===== src/rtl/axi_addr_gen_2d.sv =====
// 2D DMA burst-request generator: splits rows into AXI bursts at MAX_BURST and 4 KiB boundaries.
// Optional macro SA_ADDR_GEN_ROW_LAST_EN adds the req_row_last output.
module axi_addr_gen_2d #(
    parameter int unsigned ADDR_W         = 32,
    parameter int unsigned BYTES_PER_BEAT = 16,
    parameter int unsigned MAX_BURST      = 16
) (
    input  logic              clk,
    input  logic              rst,
    input  logic              start,
    input  logic [ADDR_W-1:0] base_addr,
    input  logic [31:0]       row_bytes,
    input  logic [15:0]       num_rows,
    input  logic [31:0]       stride_bytes,
    output logic              busy,
    output logic              req_valid,
    input  logic              req_ready,
    output logic [ADDR_W-1:0] req_addr,
    output logic [7:0]        req_len,
    output logic              req_last,
    output logic              done,
    output logic              err
`ifdef SA_ADDR_GEN_ROW_LAST_EN
    ,
    output logic              req_row_last
`endif
);

    localparam int unsigned LOG2_BPB = $clog2(BYTES_PER_BEAT);
    localparam int unsigned RB_W     = 32 - LOG2_BPB;

    typedef enum logic [1:0] {IDLE, CALC, ISSUE, FIN} state_t;

    state_t            state_q, state_d;
    logic [ADDR_W-1:0] cur_addr_q, cur_addr_d;
    logic [ADDR_W-1:0] row_start_q, row_start_d;
    logic [31:0]       stride_q, stride_d;
    logic [RB_W-1:0]   row_beats_q, row_beats_d;
    logic [RB_W-1:0]   row_left_q, row_left_d;
    logic [15:0]       rows_left_q, rows_left_d;
    logic [8:0]        len_q, len_d;
    logic              row_end_q, row_end_d;
    logic              busy_d, req_valid_d, req_last_d, done_d, err_d;
    logic [ADDR_W-1:0] req_addr_d;
    logic [7:0]        req_len_d;

    logic              misaligned;
    logic              empty_cmd;
    logic [12:0]       beats_4k;
    logic [31:0]       len_c;
    logic [ADDR_W-1:0] next_row_start;

    // Burst sizing: smallest of row remainder, MAX_BURST and distance to the next 4 KiB page
    always_comb begin
        beats_4k = 13'((13'd4096 - {1'b0, cur_addr_q[11:0]}) >> LOG2_BPB);
        len_c    = 32'(row_left_q);
        if (32'(MAX_BURST) < len_c) len_c = 32'(MAX_BURST);
        if (32'(beats_4k) < len_c)  len_c = 32'(beats_4k);
        misaligned = (base_addr[LOG2_BPB-1:0] != '0) ||
                     (row_bytes[LOG2_BPB-1:0] != '0) ||
                     (stride_bytes[LOG2_BPB-1:0] != '0);
        empty_cmd      = (row_bytes == 32'd0) || (num_rows == 16'd0);
        next_row_start = row_start_q + ADDR_W'(stride_q);
    end

    always_comb begin
        state_d     = state_q;
        cur_addr_d  = cur_addr_q;
        row_start_d = row_start_q;
        stride_d    = stride_q;
        row_beats_d = row_beats_q;
        row_left_d  = row_left_q;
        rows_left_d = rows_left_q;
        len_d       = len_q;
        row_end_d   = row_end_q;
        busy_d      = busy;
        req_valid_d = req_valid;
        req_addr_d  = req_addr;
        req_len_d   = req_len;
        req_last_d  = req_last;
        done_d      = 1'b0;
        err_d       = 1'b0;

        case (state_q)
            IDLE: begin
                if (start) begin
                    cur_addr_d  = base_addr;
                    row_start_d = base_addr;
                    stride_d    = stride_bytes;
                    row_beats_d = RB_W'(row_bytes >> LOG2_BPB);
                    row_left_d  = RB_W'(row_bytes >> LOG2_BPB);
                    rows_left_d = num_rows;
                    if (misaligned) begin
                        state_d = FIN;
                        done_d  = 1'b1;
                        err_d   = 1'b1;
                    end else if (empty_cmd) begin
                        state_d = FIN;
                        done_d  = 1'b1;
                    end else begin
                        state_d = CALC;
                        busy_d  = 1'b1;
                    end
                end
            end
            CALC: begin
                len_d       = 9'(len_c);
                row_end_d   = (len_c == 32'(row_left_q));
                req_addr_d  = cur_addr_q;
                req_len_d   = 8'(len_c - 32'd1);
                req_last_d  = (len_c == 32'(row_left_q)) && (rows_left_q == 16'd1);
                req_valid_d = 1'b1;
                state_d     = ISSUE;
            end
            ISSUE: begin
                if (req_ready) begin
                    req_valid_d = 1'b0;
                    cur_addr_d  = cur_addr_q + (ADDR_W'(len_q) << LOG2_BPB);
                    row_left_d  = row_left_q - RB_W'(len_q);
                    if (row_end_q) begin
                        row_start_d = next_row_start;
                        cur_addr_d  = next_row_start;
                        row_left_d  = row_beats_q;
                        rows_left_d = rows_left_q - 16'd1;
                    end
                    if (req_last) begin
                        state_d = FIN;
                        done_d  = 1'b1;
                        busy_d  = 1'b0;
                    end else begin
                        state_d = CALC;
                    end
                end
            end
            FIN: begin
                state_d = IDLE;
            end
            default: begin
                state_d = IDLE;
            end
        endcase
    end

    always_ff @(posedge clk) begin
        if (rst) begin
            state_q     <= IDLE;
            cur_addr_q  <= '0;
            row_start_q <= '0;
            stride_q    <= '0;
            row_beats_q <= '0;
            row_left_q  <= '0;
            rows_left_q <= '0;
            len_q       <= '0;
            row_end_q   <= 1'b0;
            busy        <= 1'b0;
            req_valid   <= 1'b0;
            req_addr    <= '0;
            req_len     <= '0;
            req_last    <= 1'b0;
            done        <= 1'b0;
            err         <= 1'b0;
        end else begin
            state_q     <= state_d;
            cur_addr_q  <= cur_addr_d;
            row_start_q <= row_start_d;
            stride_q    <= stride_d;
            row_beats_q <= row_beats_d;
            row_left_q  <= row_left_d;
            rows_left_q <= rows_left_d;
            len_q       <= len_d;
            row_end_q   <= row_end_d;
            busy        <= busy_d;
            req_valid   <= req_valid_d;
            req_addr    <= req_addr_d;
            req_len     <= req_len_d;
            req_last    <= req_last_d;
            done        <= done_d;
            err         <= err_d;
        end
    end

`ifdef SA_ADDR_GEN_ROW_LAST_EN
    // Row-end flag is captured in CALC alongside the request, so it is already held with it
    assign req_row_last = row_end_q;
`endif

endmodule


===== config.mk =====
export PLATFORM = sky130hd
export DESIGN_NAME = axi_addr_gen_2d
export DESIGN_NICKNAME = d
export VERILOG_FILES = /design/src/rtl/axi_addr_gen_2d.sv
export SDC_FILE = /design/constraint.sdc
export NUM_CORES = 1
export LEC_CHECK = 0
export ABC_AREA = 1
export CAP_MARGIN = 10
export CELL_PAD_IN_SITES_DETAIL_PLACEMENT = 1
export CELL_PAD_IN_SITES_GLOBAL_PLACEMENT = 2
export CORE_MARGIN = 8
export CORE_UTILIZATION = 39
export CTS_CLUSTER_DIAMETER = 120
export CTS_CLUSTER_SIZE = 40
export DETAILED_ROUTE_END_ITERATION = 7
export DONT_BUFFER_PORTS = 1
export PLACE_DENSITY = 0.93
export SLEW_MARGIN = 20
export SYNTH_ARGS = -nofsm -noshare
export SYNTH_HDL_FRONTEND = slang
export SYNTH_SLANG_ARGS = --single-unit

===== constraint.sdc =====
create_clock -name clk -period 4.8 [get_ports clk]
set_input_delay 0.72 -clock clk [delete_from_list [all_inputs] [get_ports clk]]
set_output_delay 0.72 -clock clk [all_outputs]
set_load 0.005 [all_outputs]

### Yosys cells after proc, flatten, opt, wreduce, memory -nomap -nowiden

Index checks and enable logic that the tools add are counted.

| storage, ports and cells | value |
|---|---|
| flip-flop bits (word level) | 225 |
| bits in latches | 0 |
| memory bits (writable) | 0 |
| bits in read-only memories | 0 |
| bits of input ports | 116 |
| memories | 0 |

| operators by class | value |
|---|---|
| $add $sub $neg | 6 |
| multipliers | 0 |
| div/mod/pow operators | 0 |
| magnitude comparators | 2 |
| equality and inequality tests | 11 |
| shifts and indexed selects | 0 |
| mux-type cells | 38 |
| bitwise operators | 2 |
| reduce and logical (&&, ||, !) cells | 19 |

Operators by type and width:

| operator | number |
|---|---|
| two-way mux 32 bit | 5 |
| two-way mux 28 bit | 5 |
| case mux 32 bit (2 select lines) | 2 |
| case mux 28 bit (2 select lines) | 1 |
| two-way mux 16 bit | 3 |
| adder 32 x 13 -> 32 bit | 1 |
| adder 32 bit | 1 |
| logical NOT 32 bit | 1 |
| case mux 16 bit (2 select lines) | 1 |
| == test 28 bit | 1 |
| less-than comparator 5 x 28 -> 1 bit, first input constant | 1 |
| less-than comparator 9 x 28 -> 1 bit | 1 |
| subtractor 28 x 9 -> 28 bit | 1 |
| == test 16 x 1 -> 1 bit, second input constant | 1 |
| logical NOT 16 bit | 1 |
| subtractor 16 x 1 -> 16 bit, second input constant | 1 |
| subtractor 13 x 12 -> 13 bit, first input constant | 1 |
| two-way mux 1 bit | 12 |
| != test 2 bit, second input constant | 6 |
| nonzero test 4 bit | 3 |
| two-way mux 2 bit | 5 |
| case mux 2 bit (4 select lines) | 1 |
| subtractor 8 x 1 -> 8 bit, second input constant | 1 |
| case mux 1 bit (2 select lines) | 3 |
| 12 further kinds | 19 |

### Logic depth before layout (Yosys ltp)

Gate-level depths: netlist (run 1).

| logic depth | value |
|---|---|
| depth after elaboration | 6 |
| mapped depth | 27 |

### Worst setup path after synthesis (run 1)

Ideal clock, no wire load.

| timing | value |
|---|---|
| path type | flip-flop to flip-flop |
| from | register cur_addr_q[0] |
| to | register req_len[6] |
| library setup time | 0.110 ns |
| data arrival time | 3.144 ns |
| required time | 4.690 ns |
| path slack | 1.546 ns |
| stages on the path, launching flop included | 26 |
| clock period less this slack | 3.254 ns |
| cell sequence | dfxtp_1 -> nor2_1 -> nand3_1 -> nor2_2 -> nand3_1 -> nor2_1 -> nand2_1 -> inv_2 -> nand3_1 -> xnor2_1 -> inv_1 -> ha_1 -> a21oi_1 -> o21ai_0 -> a21oi_1 -> nand2_2 -> nand2_1 -> and2_2 -> ha_1 -> inv_1 -> nor2_2 -> nand3_1 -> nand3_1 -> nand3_1 -> nand2_1 -> inv_1 |

| between the ends | value |
|---|---|
| longest elaborated chain between the ends | 4 |

RTL lines:

| element | RTL line | source |
|---|---|---|
| start: declaration | 35 | `logic [ADDR_W-1:0] cur_addr_q, cur_addr_d;` |
| start signal: assignment | 164 | `cur_addr_q <= cur_addr_d;` |
| subtractor 13 x 12 -> 13 bit (*) | 55 | `beats_4k = 13'((13'd4096 - {1'b0, cur_addr_q[11:0]}) >> LOG2_BPB);` |
| less-than comparator 9 x 28 -> 1 bit | 58 | `if (32'(beats_4k) < len_c) len_c = 32'(beats_4k);` |
| two-way mux 28 bit (*) | 58 |  |
| subtractor 8 x 1 -> 8 bit (*) | 110 | `req_len_d = 8'(len_c - 32'd1);` |
| end signal: assignment | 175 | `req_len <= req_len_d;` |
| end: declaration | 19 | `output logic [7:0] req_len,` |

Every way passes the cells marked *; elsewhere a longest branch is shown, timed or not.
A chain may end at the register's enable or synchronous reset.

### Final worst setup path (run 1)

| timing | value |
|---|---|
| from | register cur_addr_q[0] |
| to | register req_len[2] |

Same word-level chain as after synthesis.

==> results.py, run 1 <==
metrics = {
    "outcome": {
        "status": "finished clean",
    },
    "grt": {
        "met3_usage_pct": 3.97,
        "globalRouteOverflowTotal": 0,
        "grtUsageMet2_pct": 35.2,
        "grt_pass1_wl_um": 76800,
        "antenna_found_initial": 3,
        "use_met1_pct": 33.3,
        "grt-busiest-layer": "met2",
        "grt_max_degree": 103,
        "grt_util_all_layers_pct": 23.1,
        "grt_pass1_vias": 13400,
    },
    "floorplanning": {
        "ios": 161,
        "fp.dieH_um": 200,
        "start_util_pct": 39.6,
        "num_rows": 67,
        "core_mm2": 0.0334,
        "dieArea_mm2": 0.0401,
        "die_width_um": 200,
    },
    "logic_synthesis": {
        "syn_area_mm2": 0.0132,
        "ys_warn_count": 0,
        "avgSynthCellArea_um2": 6.81,
        "synth_async_sr_flop_share_pct": 0,
        "ys_seq_elements": 225,
        "synth_edf_count": 0,
        "syn-instance-count": 1944,
        "synthFlopType": "dfxtp_1",
        "ys_seq_area_share_pct": 34.0,
        "synthTopCellsByArea": "dfxtp_1 34%, o21ai_0 9.7%, a21oi_1 8.7%, nand2_1 8.6%, nor2_1 7.1%",
        "yosysTopAreaCellShare_pct": 34.0,
        "ys_types": 59,
        "synth.largest_area_cell": "dfxtp_1",
    },
    "routing": {
        "drcViolationCount": 0,
        "drt_iter0_markers": 883,
        "firstDrtPassIters": 5,
        "ant_nets": 0,
        "wire_per_inst_um": 20.7,
        "vias": 13200,
        "drt_wl_total_um": 48100,
        "avgViaCountPerCell": 5.66,
    },
    "sta": {
        "fin_ws_ps": 908,
        "slew_headroom_pct": 33.1,
        "final.setup.tns_ps": 0,
        "finalHoldViolCount": 0,
        "max_freq_mhz": 257,
        "min_period_over_period_pct": 81.1,
        "skew_ps": 46.7,
        "drv_slew": 0,
        "fin_crit_ps": 3890,
        "worst_pin_slew_ps": 999,
        "rsz0062_at_grt": "false",
        "setup_violations": 0,
    },
    "placed_design": {
        "io_buffers": 0,
        "gp_congestion": 0.878,
        "placed_cells": 2310,
        "dp_hpwl_um": 35700,
        "place_ws_ps": 1040,
        "place_area_mm2": 0.0136,
    },
    "cts": {
        "post_cts_buffers": 0,
        "cts_resized": 0,
        "cts_tree": "yes",
        "cts.hold.buffers_added": 0,
        "root_buffer": "clkbuf_16",
        "clock_latency_ps": 520,
        "clk_pin_slew_ps": 150,
        "clockBufferDepth": 3,
        "cts_made_buffers": 11,
        "cts_sinks": 225,
        "h-tree-depth": 1,
    },
    "power_and_ir_drop": {
        "p_per_area_mw_per_mm2": 398,
        "totalPowerFinal_mw": 5.57,
        "leakage_nw": 5.96,
        "vdd_drop_max_uv": 239,
    },
    "critical_path": {
        "crit_start": "cur_addr_q[0]",
        "cp_max_fo": 16,
        "crit_arrival_ps": 4290,
        "r2r_start": "cur_addr_q[0]",
        "regToRegSetupSlack_ps": 910,
        "cp-endpoint": "req_len[2]",
        "end_kind": "flip-flop",
        "rr_worst_depth": 25,
        "r2r-end": "req_len[2]",
        "required_ps": 5200,
        "criticalPathCategory": "reg2reg",
        "startpoint_type": "flip-flop",
    },
    "finish": {
        "register_area_mm2": 0.00450,
        "nets": 2054,
        "mostFrequentLayoutCells": "304 x nand2_1, 257 x o21ai_0, 247 x nor2_1",
        "final_common_cell": "nand2_1",
        "final_area_mm2": 0.0140,
        "area_delta_synth_final_pct": 5.75,
        "layout-drive-gt1-share_pct": 4.36,
        "num-fill-cells": 4324,
        "fin_cells": 2329,
        "multiInputGateArea_mm2": 0.00774,
    },
    "run": {
        "cap_violations": 0,
    },
    "hold_path": {
        "hold_path.class": "in2reg",
    },
}
power by group:
group / leakage (nW) / internal, mW / switching, mW
combinational: 3.91 / 0.658 / 1.33
sequential: 1.85 / 2.09 / 0.216
clock: 0.196 / 0.525 / 0.750
total: 5.96 / 3.28 / 2.30
area by class of cell:
cell class              count  area share [%]
clock inverters             6            1.02
well taps                 448            4.00
diodes                      2          0.0357
repair buffers             15           0.893
multi-input cells        1448            55.2
clock buffers              11            1.97
inverters                 174            4.68
flip-flops and latches    225            32.2
kinds of logic (layout without fill, tap and decap cells):
logic type      Yosys count  count (layout)  share of synthesized area (%)
other cells               1               6                         0.0283
simple gates            726             726                           23.5
compound gates          606             606                           25.2
flops                   225             225                           34.0
xor+xnor                 49              49                           3.24
buf+inv                 274             206                           7.93
fa+ha+maj                63              63                           6.12
per-stage QoR:
stage	utilization, %	hold WS, ps
floorplan	-	430
global placement	40.6	440
detailed placement	40.6	446
CTS	41.9	225
global route	41.9	214
finish	41.9	252
cells in the mapped netlist (all sizes together) (6+ instances only):
library cell,number
a211oi,7
a21o,6
a21oi,230
a221oi,13
a31oi,30
buf,14
clkbuf,86
dfxtp,225
ha,60
inv,171
nand2,312
nand3,76
nand4,21
nor2,261
nor3,21
nor4,18
o211ai,24
o21ai,263
or2,6
xnor2,24
xor2,25
sequential cells by signal, indices dropped and copies added, names as in the netlist, 2 cells and up:
signal / cells
state_q: 2
cur_addr_q: 32
row_left_q: 28
rows_left_q: 16
req_addr: 32
req_len: 8
stride_q: 32
row_start_q: 32
row_beats_q: 28
len_q: 9
worst min-delay path by stage:
stage / from / to / slack, ps / depth (start not counted)
after global placement: row_beats_q[3] / row_beats_q[3] / 440 / 2
after CTS: rst / rows_left_q[14] / 220 / 1
final: rst / rows_left_q[13] / 250 / 1
after detailed placement: rows_left_q[13] / rows_left_q[13] / 450 / 2
after floorplan: row_beats_q[2] / row_beats_q[2] / 430 / 2
after global routing: rst / rows_left_q[14] / 210 / 1
layer usage:
layer	wire, µm	part of all wire, %
met5	13	0.027
met2	20600	43
met3	2800	5.8
met4	1080	2.3
met1	23700	49
critical path, stage by stage (launching register included):
cell	delay (ps)
dfxtp_1	350
nor2_1	130
nand3_1	130
nor2_2	160
nand3_1	150
nor2_1	160
nand2_1	100
inv_2	80
nand3_1	140
xnor2_1	180
inv_1	90
ha_1	300
nand2_1	80
nor3b_1	390
nand2_4	220
nand2_2	160
nand2_1	80
nand2_1	110
clkinv_1	110
ha_1	200
inv_1	80
nor2_2	60
inv_1	80
nand3_1	70
o211ai_1	130
inv_1	70
Note: power is estimated with default switching activity, not from simulation.
==> run 2, diff against run 1 <==
--- a/config.mk
+++ b/config.mk
@@ -10,12 +10,12 @@
 export CELL_PAD_IN_SITES_DETAIL_PLACEMENT = 1
 export CELL_PAD_IN_SITES_GLOBAL_PLACEMENT = 2
 export CORE_MARGIN = 8
-export CORE_UTILIZATION = 39
+export CORE_UTILIZATION = 32
 export CTS_CLUSTER_DIAMETER = 120
 export CTS_CLUSTER_SIZE = 40
 export DETAILED_ROUTE_END_ITERATION = 7
 export DONT_BUFFER_PORTS = 1
-export PLACE_DENSITY = 0.93
+export PLACE_DENSITY = 0.83
 export SLEW_MARGIN = 20
 export SYNTH_ARGS = -nofsm -noshare
 export SYNTH_HDL_FRONTEND = slang
==> constraint.sdc (replaced) <==
create_clock -name clk -period 3.45 [get_ports clk]
set_input_delay 0.5175 -clock clk [delete_from_list [all_inputs] [get_ports clk]]
set_output_delay 0.5175 -clock clk [all_outputs]
set_load 0.005 [all_outputs]
==> run 2 against run 1 <==
  * Via count rose by 1.2%
  * Die area rose by 20%
  * Sequential cell count stayed put
  * Utilization down 5.8 points
  * Clock skew increased by 10 ps
  * Maximum frequency increased by 18%
  * First-iteration DRC count rose by 0.79%
  * Largest power group unchanged
  * Highest routed layer unchanged
==> results.py, run 2 (same netlist as run 1, synthesis figures left out) <==
metrics = {
    "outcome": {
        "status": "finished clean",
    },
    "floorplanning": {
        "die_width_um": 219,
        "ios": 161,
        "dieArea_mm2": 0.0481,
        "start_util_pct": 32.4,
        "core_mm2": 0.0408,
        "num_rows": 74,
        "fp.dieH_um": 219,
    },
    "routing": {
        "ant_nets": 0,
        "drt_wl_total_um": 49800,
        "drcViolationCount": 0,
        "vias": 13300,
        "firstDrtPassIters": 5,
        "avgViaCountPerCell": 5.40,
        "drt_iter0_markers": 890,
        "wire_per_inst_um": 20.2,
    },
    "power_and_ir_drop": {
        "totalPowerFinal_mw": 8.25,
        "leakage_nw": 6.31,
        "p_per_area_mw_per_mm2": 560,
        "vdd_drop_max_uv": 328,
    },
    "critical_path": {
        "regToRegSetupSlack_ps": 140,
        "crit_arrival_ps": 3750,
        "cp_slowest_cell": "dfxtp_2",
        "startpoint_type": "flip-flop",
        "cpMostUsedCell": "buf_4",
        "criticalPathCategory": "reg2reg",
        "cp_max_fo": 5,
        "required_ps": 3890,
        "end_kind": "flip-flop",
        "critPathMaxStageDelay_ps": 360,
    },
    "sta": {
        "fin_crit_ps": 3310,
        "min_period_over_period_pct": 96.0,
        "setup_violations": 0,
        "rsz0062_at_grt": "true",
        "slew_headroom_pct": 40.8,
        "max_freq_mhz": 302,
        "fin_ws_ps": 139,
        "skew_ps": 56.7,
        "finalHoldViolCount": 0,
        "drv_slew": 0,
        "worst_pin_slew_ps": 888,
    },
    "finish": {
        "area_delta_synth_final_pct": 11.2,
        "layout-drive-gt1-share_pct": 8.68,
        "num-fill-cells": 5138,
        "final_common_cell": "nand2_1",
        "mostFrequentLayoutCells": "298 x nand2_1, 256 x o21ai_0, 242 x nor2_1",
        "fin_util_pct": 36.1,
        "nets": 2109,
    },
    "grt": {
        "globalRouteOverflowTotal": 0,
        "grt_util_all_layers_pct": 20.0,
        "antenna_found_initial": 3,
        "grt_pass1_vias": 13400,
        "grt_pass1_wl_um": 77100,
        "grt_max_degree": 69,
    },
    "cts": {
        "clockBufferDepth": 3,
        "cts_sinks": 225,
        "h-tree-depth": 1,
        "cts_tree": "yes",
        "clk_pin_slew_ps": 150,
        "cts.hold.buffers_added": 0,
        "clock_latency_ps": 520,
        "cts_made_buffers": 12,
        "root_buffer": "clkbuf_16",
    },
    "placed_design": {
        "place_ws_ps": -107,
        "dp_hpwl_um": 37300,
        "gp_congestion": 0.862,
        "io_buffers": 0,
    },
    "run": {
        "cap_violations": 0,
    },
    "hold_path": {
        "hold_path.class": "in2reg",
    },
}
## run 2: worst paths after layout
kind                     end  depth (start not counted)            start
max               req_len[2]                         31    cur_addr_q[1]
min          rows_left_q[10]                          1              rst
max reg2reg       req_len[2]                         31    cur_addr_q[1]
min reg2reg  rows_left_q[13]                          2  rows_left_q[13]
## run 2: where the power goes
part | leakage, nW | internal, mW | switching, mW
Combinational | 4.23 | 1.15 | 1.98
Clock | 0.225 | 0.784 | 1.13
Sequential | 1.86 | 2.91 | 0.300
Total | 6.31 | 4.85 | 3.40
## run 2: worst max-delay path: cells and delay by family, from the launching register on
kind / cells / cell delay, ps
buffers and inverters: 14 / 1450
adders and majority gates: 1 / 180
and+or+nand+nor: 15 / 1110
DFF: 1 / 360
AOI/OAI and AO/OA: 1 / 120
## run 2: stage by stage
stage / hold slack [ps] / setup TNS (ps) / cells / instance area, µm²
finish: 45.6 / 0 / 2470 / 14700
global route: 6.01 / -100 / 2470 / 14700
CTS: 25.4 / -0.798 / 2460 / 14500
detailed placement: 448 / -366 / 2423 / 13900
global placement: 440 / 0 / 2423 / 13900
floorplan: 430 / 0 / 1947 / 13300
## run 2: timing repair
item / 4_1_cts / 5_1_grt
gates cloned: 0 / 0
resized for setup: 6 / 36
setup buffers: 17 / 8
pin swaps: 5 / 18
setup endpoints to repair: 7 / 12
hold endpoints to repair: 0 / 0
## run 2: per-layer routing
metal	global-route usage, %	up-vias	routed length (µm)	share of wire [%]
met5	0	-	13	0.026
met4	5.49	2	1230	2.5
met3	2.96	57	2580	5.2
met2	30.2	273	21500	43
met1	29.0	6439	24500	49
li1	-	6570	-	-
## run 2: cell type report
cell class | count | area, µm² | share of cell area [%]
repair buffers | 69 | 567 | 3.85
multi-input cells | 1448 | 7850 | 53.3
well taps | 532 | 666 | 4.52
clock buffers | 13 | 325 | 2.21
flip-flops and latches | 225 | 4510 | 30.6
clock inverters | 7 | 150 | 1.02
diodes | 2 | 5.00 | 0.0340
inverters | 174 | 656 | 4.45
==> run 3, diff against run 2 <==
--- a/config.mk
+++ b/config.mk
@@ -16,6 +16,7 @@
 export DETAILED_ROUTE_END_ITERATION = 7
 export DONT_BUFFER_PORTS = 1
 export PLACE_DENSITY = 0.83
+export REMOVE_ABC_BUFFERS = 1
 export SLEW_MARGIN = 20
 export SYNTH_ARGS = -nofsm -noshare
 export SYNTH_HDL_FRONTEND = slang
==> run 3 against run 2 <==
  * Sequential share of layout area is 0.40 points higher
  * Die area is the same
  * Global-route usage shrank 0.11 points
  * Sequential power about the same
  * Register-to-register slack gained 30 ps
  * Critical endpoint is now req_len[6]
  * Largest power group unchanged
==> results.py, run 3 (same netlist as run 1, synthesis figures left out) <==
metrics = {
    "floorplanning": {
        "num_rows": 74,
        "die_width_um": 219,
        "fp.dieH_um": 219,
        "ios": 161,
        "core_mm2": 0.0408,
        "start_util_pct": 32.4,
        "dieArea_mm2": 0.0481,
    },
    "grt": {
        "globalRouteOverflowTotal": 0,
        "grt_util_all_layers_pct": 19.9,
        "grt_pass1_wl_um": 77500,
        "grt_pass1_vias": 13700,
        "antenna_found_initial": 1,
        "grt_max_degree": 81,
    },
    "finish": {
        "layout-drive-gt1-share_pct": 7.26,
        "fin_util_pct": 35.6,
        "diodes": 0,
        "nets": 2087,
        "final_common_cell": "nand2_1",
        "mostFrequentLayoutCells": "298 x nand2_1, 256 x o21ai_0, 242 x nor2_1",
        "area_delta_synth_final_pct": 9.75,
    },
    "sta": {
        "slew_headroom_pct": 40.3,
        "setup_violations": 0,
        "hold_ws_ps": 42.5,
        "worst_pin_slew_ps": 896,
        "drv_slew": 0,
        "skew_ps": 55.3,
        "min_period_over_period_pct": 95.1,
        "rsz0062_at_grt": "true",
        "finalHoldViolCount": 0,
        "fin_crit_ps": 3280,
        "max_freq_mhz": 305,
    },
    "routing": {
        "dr_wl_met3_um": 1930,
        "highest_layer": "met5",
        "ant_nets": 0,
        "wire_per_inst_um": 20.1,
        "wl_met2_um": 23300,
        "vias": 13300,
        "drt_wl_total_um": 49300,
        "avgViaCountPerCell": 5.42,
        "drt_iter0_markers": 685,
        "m1WireLength_um": 23100,
        "drcViolationCount": 0,
        "firstDrtPassIters": 5,
    },
    "cts": {
        "cts_sinks": 225,
        "cts_tree": "yes",
        "root_buffer": "clkbuf_16",
        "clk_pin_slew_ps": 160,
        "cts.hold.buffers_added": 0,
        "h-tree-depth": 1,
        "clockBufferDepth": 3,
        "cts_made_buffers": 12,
        "clock_latency_ps": 530,
    },
    "hold_path": {
        "hold_path.class": "in2reg",
    },
    "placed_design": {
        "dp_hpwl_um": 35700,
        "gp_congestion": 0.831,
        "io_buffers": 0,
    },
    "critical_path": {
        "startpoint_type": "flip-flop",
        "crit_arrival_ps": 3710,
        "critPathMaxStageDelay_ps": 360,
        "cp_slowest_cell": "dfxtp_2",
        "cp_max_fo": 7,
        "criticalPathCategory": "reg2reg",
        "end_kind": "flip-flop",
        "required_ps": 3880,
        "crit_buf_inv": 6,
        "path_delay_family": "simple AND/OR/NAND/NOR gates",
        "cpMostUsedCell": "nor2_4",
    },
    "power_and_ir_drop": {
        "leakage_nw": 6.20,
        "vdd_drop_max_uv": 271,
        "p_per_area_mw_per_mm2": 553,
    },
    "run": {
        "cap_violations": 0,
    },
    "outcome": {
        "status": "finished clean",
    },
}
==> run 3: path summary, 6_finish.rpt <==
path                   from               to  slack, ps  cells past startpoint
max reg2reg   cur_addr_q[0]       req_len[6]        170                     27
min                     rst  rows_left_q[13]         40                      1
max           cur_addr_q[0]       req_len[6]        170                     27
min reg2reg  row_beats_q[2]   row_beats_q[2]        470                      2
==> run 3: stage by stage <==
stage                     area (µm²)  total power [mW]  setup WS (ps)  cells  setup TNS, ps
final                          14500              8.04            168   2446              0
after global routing           14500              8.62          -57.3   2446          -80.8
after CTS                      14400              8.04           4.27   2440              0
after detailed placement       13900              6.08           -139   2416           -320
after global placement         13900              6.00           28.9   2416              0
after floorplan                12900              5.16          -4690   1847        -350760
==> run 3: final cells by class <==
class / instances / area, µm²
fill: 5142 / 26300
multi-input combinational: 1448 / 7860
sequential: 225 / 4510
tap: 532 / 666
inverter: 174 / 658
timing repair buffer: 47 / 394
clock buffer: 13 / 325
clock inverter: 7 / 128
==> run 3: what timing repair did <==
item                       CTS  global route
setup buffers                4             6
gates resized for setup      6            30
pin swaps                    2             8
setup endpoints to repair    4            15
==> run 3: routing by layer <==
metal / vias up / global-route usage [%]
li1: 6523 / -
met1: 6486 / 26.4
met2: 212 / 34.0
met3: 45 / 2.77
met4: 2 / 4.00
met5: - / 0
==> run 3: power breakdown <==
group | internal, mW | total [mW] | switching [mW]
Sequential | 2.91 | 3.19 | 0.281
Clock | 0.767 | 1.88 | 1.11
Combinational | 1.06 | 2.97 | 1.92
